==> src/rtl/uart_rx_cfg.sv <==
// uart_rx_cfg: runtime-configurable UART receiver (5..MaxDataLength data bits, none/even/odd parity, 1/2 stop); optional break detect via UART_RX_BREAK_DET_EN.
// Frame is presented one cycle after the last stop-bit majority point; a completing frame is dropped with sticky o_overrun while a held frame is unaccepted.
module uart_rx_cfg #(
    parameter int SystemClockFreq = 50_000_000,
    parameter int BaudRate        = 115200,
    parameter int MaxDataLength   = 9,
    parameter int SyncStages      = 2
) (
    input  logic                     i_clk,
    input  logic                     i_rst_n,
    input  logic                     i_rx,
    input  logic [3:0]               i_cfg_data_len,
    input  logic                     i_cfg_parity_en,
    input  logic                     i_cfg_parity_even,
    input  logic                     i_cfg_two_stop,
    output logic [MaxDataLength-1:0] o_rx_data,
    output logic                     o_rx_valid,
    input  logic                     i_rx_ready,
    output logic                     o_parity_err,
    output logic                     o_frame_err,
`ifdef UART_RX_BREAK_DET_EN
    output logic                     o_break,
`endif
    output logic                     o_overrun,
    input  logic                     i_clr_overrun,
    output logic                     o_busy
);
    localparam int CPB   = SystemClockFreq / BaudRate;
    localparam int TENTH = CPB / 10;
    localparam int CW    = $clog2(CPB);
    localparam logic [CW-1:0] C_S0   = CW'(CPB / 2 - TENTH);
    localparam logic [CW-1:0] C_S1   = CW'(CPB / 2);
    localparam logic [CW-1:0] C_S2   = CW'(CPB / 2 + TENTH);
    localparam logic [CW-1:0] C_LAST = CW'(CPB - 1);

    typedef enum logic [2:0] {
        IDLE, START, DATA, PARITY, STOP1, STOP2, FRAME_RECOVER
    } state_t;

    state_t                   state;
    logic [SyncStages-1:0]    sync_q;
    logic                     rx;
    logic [CW-1:0]            cnt;
    logic                     s0, s1, maj_q;
    logic [3:0]               bit_idx, len_q, len_in;
    logic                     par_en_q, par_even_q, two_stop_q;
    logic [MaxDataLength-1:0] shreg;
    logic                     par_acc, perr, ferr, done;
    logic                     maj, at_s2, boundary, last_stop, ferr_fin;
`ifdef UART_RX_BREAK_DET_EN
    logic                     any_one;
`endif

    always_ff @(posedge i_clk or negedge i_rst_n) begin
        if (!i_rst_n) sync_q <= '1;
        else          sync_q <= {sync_q[SyncStages-2:0], i_rx};
    end
    assign rx = sync_q[SyncStages-1];

    // Majority is only meaningful at C_S2, where the third sample is the live rx.
    assign maj       = (s0 & s1) | (s0 & rx) | (s1 & rx);
    assign at_s2     = (cnt == C_S2);
    assign boundary  = (cnt == C_LAST);
    assign ferr_fin  = ferr | ~maj;
    assign last_stop = at_s2 && ((state == STOP1 && !two_stop_q) || state == STOP2);
    assign o_busy    = (state != IDLE);

    always_comb begin
        len_in = i_cfg_data_len;
        if (i_cfg_data_len < 4'd5 || i_cfg_data_len > 4'(MaxDataLength))
            len_in = 4'(MaxDataLength);
    end

    always_ff @(posedge i_clk or negedge i_rst_n) begin
        if (!i_rst_n) begin
            state      <= IDLE;
            cnt        <= '0;
            s0         <= 1'b1;
            s1         <= 1'b1;
            maj_q      <= 1'b1;
            bit_idx    <= '0;
            len_q      <= 4'(MaxDataLength);
            par_en_q   <= 1'b0;
            par_even_q <= 1'b0;
            two_stop_q <= 1'b0;
            shreg      <= '0;
            par_acc    <= 1'b0;
            perr       <= 1'b0;
            ferr       <= 1'b0;
            done       <= 1'b0;
`ifdef UART_RX_BREAK_DET_EN
            any_one    <= 1'b0;
`endif
        end else begin
            done <= 1'b0;
            if (state != IDLE) begin
                if (cnt == C_S0) s0 <= rx;
                if (cnt == C_S1) s1 <= rx;
                if (at_s2)       maj_q <= maj;
                cnt <= boundary ? '0 : cnt + CW'(1);
            end
            case (state)
                IDLE: if (!rx) begin
                    state      <= START;
                    cnt        <= '0;
                    len_q      <= len_in;
                    par_en_q   <= i_cfg_parity_en;
                    par_even_q <= i_cfg_parity_even;
                    two_stop_q <= i_cfg_two_stop;
                    shreg      <= '0;
                    bit_idx    <= '0;
                    par_acc    <= 1'b0;
                    perr       <= 1'b0;
                    ferr       <= 1'b0;
`ifdef UART_RX_BREAK_DET_EN
                    any_one    <= 1'b0;
`endif
                end
                START: begin
                    if (at_s2 && maj)  state <= IDLE;
                    else if (boundary) state <= DATA;
                end
                DATA: if (boundary) begin
                    shreg[bit_idx] <= maj_q;
                    par_acc        <= par_acc ^ maj_q;
`ifdef UART_RX_BREAK_DET_EN
                    any_one        <= any_one | maj_q;
`endif
                    if (bit_idx == len_q - 4'd1) state <= par_en_q ? PARITY : STOP1;
                    else                         bit_idx <= bit_idx + 4'd1;
                end
                PARITY: if (boundary) begin
                    perr  <= par_acc ^ maj_q ^ ~par_even_q;
`ifdef UART_RX_BREAK_DET_EN
                    any_one <= any_one | maj_q;
`endif
                    state <= STOP1;
                end
                STOP1, STOP2: begin
                    if (at_s2) begin
                        ferr <= ferr_fin;
`ifdef UART_RX_BREAK_DET_EN
                        any_one <= any_one | maj;
`endif
                    end
                    if (last_stop) begin
                        done  <= 1'b1;
                        cnt   <= '0;
                        state <= ferr_fin ? FRAME_RECOVER : IDLE;
                    end else if (boundary && state == STOP1) begin
                        state <= STOP2;
                    end
                end
                FRAME_RECOVER: begin
                    // Line must sit high for a full bit time before re-arming.
                    if (!rx)           cnt   <= '0;
                    else if (boundary) state <= IDLE;
                end
                default: state <= IDLE;
            endcase
        end
    end

    always_ff @(posedge i_clk or negedge i_rst_n) begin
        if (!i_rst_n) begin
            o_rx_data    <= '0;
            o_rx_valid   <= 1'b0;
            o_parity_err <= 1'b0;
            o_frame_err  <= 1'b0;
            o_overrun    <= 1'b0;
`ifdef UART_RX_BREAK_DET_EN
            o_break      <= 1'b0;
`endif
        end else begin
            if (done && (!o_rx_valid || i_rx_ready)) begin
                o_rx_data    <= shreg;
                o_parity_err <= perr;
                o_frame_err  <= ferr;
                o_rx_valid   <= 1'b1;
`ifdef UART_RX_BREAK_DET_EN
                o_break      <= ferr & ~any_one;
`endif
            end else if (o_rx_valid && i_rx_ready) begin
                o_rx_valid <= 1'b0;
            end
            if (done && o_rx_valid && !i_rx_ready) o_overrun <= 1'b1;
            else if (i_clr_overrun)                o_overrun <= 1'b0;
        end
    end
endmodule

==> config.mk <==
export PLATFORM = sky130hd
export DESIGN_NAME = uart_rx_cfg
export DESIGN_NICKNAME = d
export VERILOG_FILES = /design/src/rtl/uart_rx_cfg.sv
export SDC_FILE = /design/constraint.sdc
export NUM_CORES = 1
export LEC_CHECK = 0
export CAP_MARGIN = 20
export CORE_UTILIZATION = 55
export CTS_BUF_LIST = sky130_fd_sc_hd__clkbuf_8
export DETAILED_ROUTE_END_ITERATION = 8
export DONT_BUFFER_PORTS = 1
export GPL_ROUTABILITY_DRIVEN = 0
export PLACE_DENSITY = 0.7
export SLEW_MARGIN = 40
export SYNTH_ARGS = -nofsm -noshare
export SYNTH_HDL_FRONTEND = slang
export SYNTH_SLANG_ARGS = --single-unit
==> constraint.sdc <==
create_clock -name i_clk -period 3.2 [get_ports i_clk]
set_input_delay 0.64 -clock i_clk [delete_from_list [all_inputs] [get_ports i_clk]]
set_output_delay 0.64 -clock i_clk [all_outputs]
set_load 0.005 [all_outputs]
==> Word-level counts from Yosys, hierarchy flattened <==
Cells that the tools add are included.
{ "totals": {"reg_bits": 54, "in_bits": 12, "out_inout_bits": 14} }
{ "classes": {"n_addsub": 3, "order_cmp": 4, "n_eq_ne": 21, "muxes": 42, "bitwise": 11, "reduce_logical": 33} }
{ "ops": {"columns": ["operator", "n"], "rows": [
  ["$mux W9", 6],
  ["$mux W3", 12],
  ["$pmux W9 S2", 2],
  ["$eq A9 B8 Y1 const B", 2],
  ["$eq A9 B9 Y1 const B", 2],
  ["$pmux W3 S6", 1],
  ["$mux W4", 4],
  ["$ne A2 B2 Y1 const B", 8],
  ["$mux W1", 11],
  ["$reduce_bool A2 Y1", 5],
  ["$add A9 B1 Y9 const B", 1],
  ["$bwmux W9", 1],
  ["$eq A3 B3 Y1 const B", 3],
  ["$logic_and A1 B1 Y1", 9],
  ["$reduce_and A3 Y1", 3],
  ["$pmux W4 S2", 1],
  ["$reduce_and A2 Y1", 4],
  ["$reduce_and A8 Y1", 1],
  ["$eq A3 B2 Y1 const B", 2],
  ["$ne A3 B3 Y1 const B", 2],
  ["$pmux W1 S2", 3],
  ["$lt A4 B5 Y1 const B", 1],
  ["$add A4 B1 Y4 const B", 1],
  ["$demux W1 S4", 1],
  ["16 further kinds", 28]
]} }

==> Logic depth before layout (Yosys ltp) <==
{ "depth": {"depth_word": 8, "ltp_mapped": 8} }

==> Worst setup path after synthesis <==
OpenSTA, ideal clock, no wires.
{ "synth_timing": {"path_kind": "register -> register", "start": "register len_q[0]", "end": "register state[0]", "setup_time_ns": 0.128, "t_arrival_ns": 1.866, "slack_ns": 1.206, "stages_incl_launch_ff": 8, "n_path_buf": 0, "period_less_slack_ns": 1.994, "path_cell_list": "dfstp_2 > inv_1 > ha_1 > xnor2_1 > xnor2_1 > o31ai_4 > o211ai_2 > mux2_1"} }
{ "synth_between": {"elab_chain_cells": 4} }
{ "synth_rtl": {"columns": ["element", "line_no", "rtl"], "rows": [
  ["from (decl)", "45", "logic [3:0] bit_idx, len_q, len_in;"],
  ["from (signal assigned)", "82", "len_q <= 4'(MaxDataLength);"],
  ["from (signal assigned)", "106", "len_q <= len_in;"],
  ["$sub A4 B1 Y4", "129", "if (bit_idx == len_q - 4'd1) state <= par_en_q ? PARITY : STOP1;"],
  ["$eq A4 B4 Y1", "129", null],
  ["$ne A2 B2 Y1 (no line)", null, null],
  ["$reduce_and A8 Y1 (no line)", null, null],
  ["to (signal assigned)", "129", null],
  ["to (signal assigned)", "149", "state <= ferr_fin ? FRAME_RECOVER : IDLE;"],
  ["to (decl)", "40", "state_t state;"]
]} }
No other way between the ends.
A chain may end at the register's enable or synchronous reset.

==> Worst setup path in the final report <==
{ "layout_timing": {"start": "register state[2]", "end": "register shreg[5]"} }
{ "layout_between": {"elab_chain_cells": 3} }
{ "layout_rtl": {"columns": ["element", "line_no", "rtl"], "rows": [
  ["$eq A3 B2 Y1 or $logic_not A3 Y1 (tied branches)", "102", "case (state)"],
  ["$ne A2 B2 Y1 (no line) or $reduce_bool A2 Y1 (tied branches)", null, null],
  ["$reduce_and A3 Y1 (no line)", null, null],
  ["to (signal, indexed assignment)", "124", "shreg[bit_idx] <= maj_q;"],
  ["to (decl)", "47", "logic [MaxDataLength-1:0] shreg;"]
]} }
Several ways; a longest one is shown, not always the timed one.

==> run_results.csv <==
group,metric,value,unit
worst_setup_path,crit_family,"simple AND/OR/NAND/NOR gates",
synth,synthCells,282,
clock_tree,cts_buffers,5,
synth,yosysWarnings,0,
clock_tree,cts.repair.resized,0,
power_and_ir_drop,powerDensity,384,mW/mm2
worst_setup_path,path_common_cell,"o21ai_0",
clock_tree,cts_hold_buf,0,
sta,slew_headroom,50.4,%
outcome,outcome,"finished clean",
power_and_ir_drop,ir_worst_vdd,199,uV
sta,period_needed,2.33,ns
synth,ys_types,62,
floorplanning,core_area,0.00507,mm2
drt,totalWireLength,5300,um
synth,ys_seq_area_share,47.0,%
floorplanning,fp-row-count,26,
worst_hold_path,hp-class,"in2async",
clock_tree,htree_levels,2,
sta,setup_viol,0,
synth,yosysTopAreaCell,"dfrtp_1",
synth,synth_edf_count,0,
worst_setup_path,critPathMaxFanout,14,
drt,drc,0,
drt,firstDrtPassIters,4,
drt,wl_per_cell,15.0,um
clock_tree,worstSkewPairLatency,0.31,ns
worst_setup_path,crit_arrival,2.53,ns
synth,syn-cell-area,0.00289,mm2
synth,synthArstFlopShare,100,%
global_routing,grt_max_degree,55,
drt,viasPerCell,5.80,
synth,synth_area_leaders,"dfrtp_1 (41%), dfstp_2 (6.4%), mux2_2 (5.4%)",
place,post-place-cells,344,
synth,synthFlopType,"dfrtp_1",
worst_setup_path,endpoint_kind,"flop",
global_routing,grt_pass1_vias,1769,
cells_and_area,fin_cells,353,
global_routing,grt_overflow,0,
global_routing,gr-usage-all-layers,20.4,%
sta,skew,0.00808,ns
floorplanning,initial_utilization,57.0,%
clock_tree,cts_sinks,54,
cells_and_area,antenna-diode-count,0,
cells_and_area,fillCellCount,447,
drt,via_count,2046,
clock_tree,cts_buffer_depth,2,
floorplanning,dieArea,0.00556,mm2
cells_and_area,drive_gt1_share,17.0,%
sta,maxSlewViolCount,0,
sta,rsz0062_at_grt,"false",
global_routing,grt_antenna_before_repair,0,
global_routing,grt_pass1_wl,8660,um
sta,period_share,72.9,%
synth,synth_fp_nets,303,
floorplanning,die-height,74.5,um
cells_and_area,area_growth,5.79,%
worst_setup_path,crit_buf_inv,1,
synth,syn_avg_cell_area,10.3,um2
place,io_buffers,0,
worst_setup_path,start_kind,"flop",
synth,netlist.area_leader.share,40.6,%
sta,hold_viol_final,0,
worst_setup_path,worst_path_max_delay_cell,"dfrtp_1",
power_and_ir_drop,leakage,1.36,nW
clock_tree,clk_pin_slew_worst_paths,0.10,ns
place,dpl_cell_area,0.00294,mm2
worst_setup_path,slowest_delay,0.58,ns
clock_tree,postCtsSetupBuffers,0,
floorplanning,io_pins,26,
clock_tree,cts_tree,"built",
cells_and_area,nets,303,
sta,worst_pin_slew,0.741,ns
worst_setup_path,worst-setup-path-type,"reg2reg",
sta,fin_tns_setup,0,ns
run,max_cap_violations,0,
cells_and_area,layout_commonest_cell,"dfrtp_1",
worst_setup_path,cp.required,3.39,ns
drt,ant_nets,0,
worst_setup_path,path_cells,"nor3_2 > inv_2 > nor2_2 > a21oi_1 > o21ai_0 > o21ai_0",
place,place_hpwl,3810,um
sta,clock.fmax,0.429,GHz
drt,drt_iter0_markers,145,
synth,synth-seq-cells,54,
clock_tree,ctsRootBufferMaster,"clkbuf_8",
cells_and_area,layout_common_cells,"dfrtp_1 (47), nand2_1 (25), o21ai_0 (25)",
cells_and_area,final_area,0.00306,mm2
floorplanning,dieWidth,74.5,um
[flip-flops by register name, summed over array words and instances, names as in the netlist, 2 cells and up]
| name | cells |
|---|---|
| len_q | 4 |
| state | 3 |
| o_rx_data | 9 |
| sync_q | 2 |
| cnt | 9 |
| shreg | 9 |
| bit_idx | 4 |
[final cells by class]
class                   instances  area [um2]  share of cell area [%]
clock buffers                   5        68.8                    2.25
clock inverters                 3        43.8                    1.43
inverters                      20        75.1                    2.45
multi-input cells             199        1410                    46.0
flip-flops and latches         54        1360                    44.4
well taps                      70        87.6                    2.86
repair buffers                  2        17.5                   0.572
[layer usage]
metal | vias to the layer above | track usage, % | part of all wire, %
li1 | 998 | - | -
met1 | 981 | 31.1 | 50
met2 | 65 | 29.8 | 44
met3 | 2 | 3.39 | 5.0
met4 | 0 | 5.66 | 0.51
met5 | - | 0 | 0
[metrics by stage]
stage          power [mW]  utilization (%)  setup slack (ns)  hold WS (ns)
3_5_place_dp        0.728             57.9             0.871         0.346
4_1_cts              1.18             60.1             0.872       0.00687
3_3_place_gp        0.727             57.9             0.956         0.346
5_1_grt              1.22             60.3             0.560      0.000787
2_1_floorplan       0.724                -              1.21         0.344
6_report             1.17             60.3             0.867        0.0195
[Yosys cell counts, types with 2 or more instances]
library cell and number:
a211oi_1 2, a21o_1 2, a21oi_1 16, and3_1 4
buf_2 3, clkbuf_1 3, dfrtp_1 47, dfstp_2 7
ha_1 9, inv_1 18, inv_2 2, mux2_2 14
mux2i_1 3, nand2_1 25, nand2b_1 3, nand3_1 5
nand4_1 3, nor2_1 23, nor2b_1 4, nor3_1 2
o211ai_1 3, o21ai_0 25, o22ai_1 4, o311a_1 2
o31ai_1 3, or4_1 2, xnor2_1 8, xor2_1 6
[power by group]
group,total (mW),internal (mW),switching (mW)
registers,0.695,0.690,0.00506
clock network,0.456,0.235,0.221
logic,0.0241,0.0101,0.0141
[worst paths after layout]
kind	cells past startpoint	startpoint	endpoint	slack, ns
worst min-delay path	0	i_rst_n	o_overrun$_DFFE_PN0P_	0.02
worst max register to register	6	state[2]$_DFFE_PN0P_	shreg[5]$_DFFE_PN0P_	0.87
max in group asynchronous	1	i_rst_n	shreg[1]$_DFFE_PN0P_	1.90
worst max-delay path	6	state[2]$_DFFE_PN0P_	shreg[5]$_DFFE_PN0P_	0.87
min in group i_clk	0	i_rx	sync_q[0]$_DFF_PN1_	0.32
worst min register to register	0	sync_q[0]$_DFF_PN1_	sync_q[1]$_DFF_PN1_	0.36
[cell families after synthesis]
group	count (synthesis)	share of synthesized area (%)
AO/OA/AOI/OAI	71	16.4
XOR/XNOR	15	4.80
adder cells (fa/ha/maj)	10	4.28
buffers and inverters	29	4.32
flip-flops	54	47.0
multiplexers	18	6.87
AND/OR/NAND/NOR	85	16.3
(Power assumes the default switching activity.)
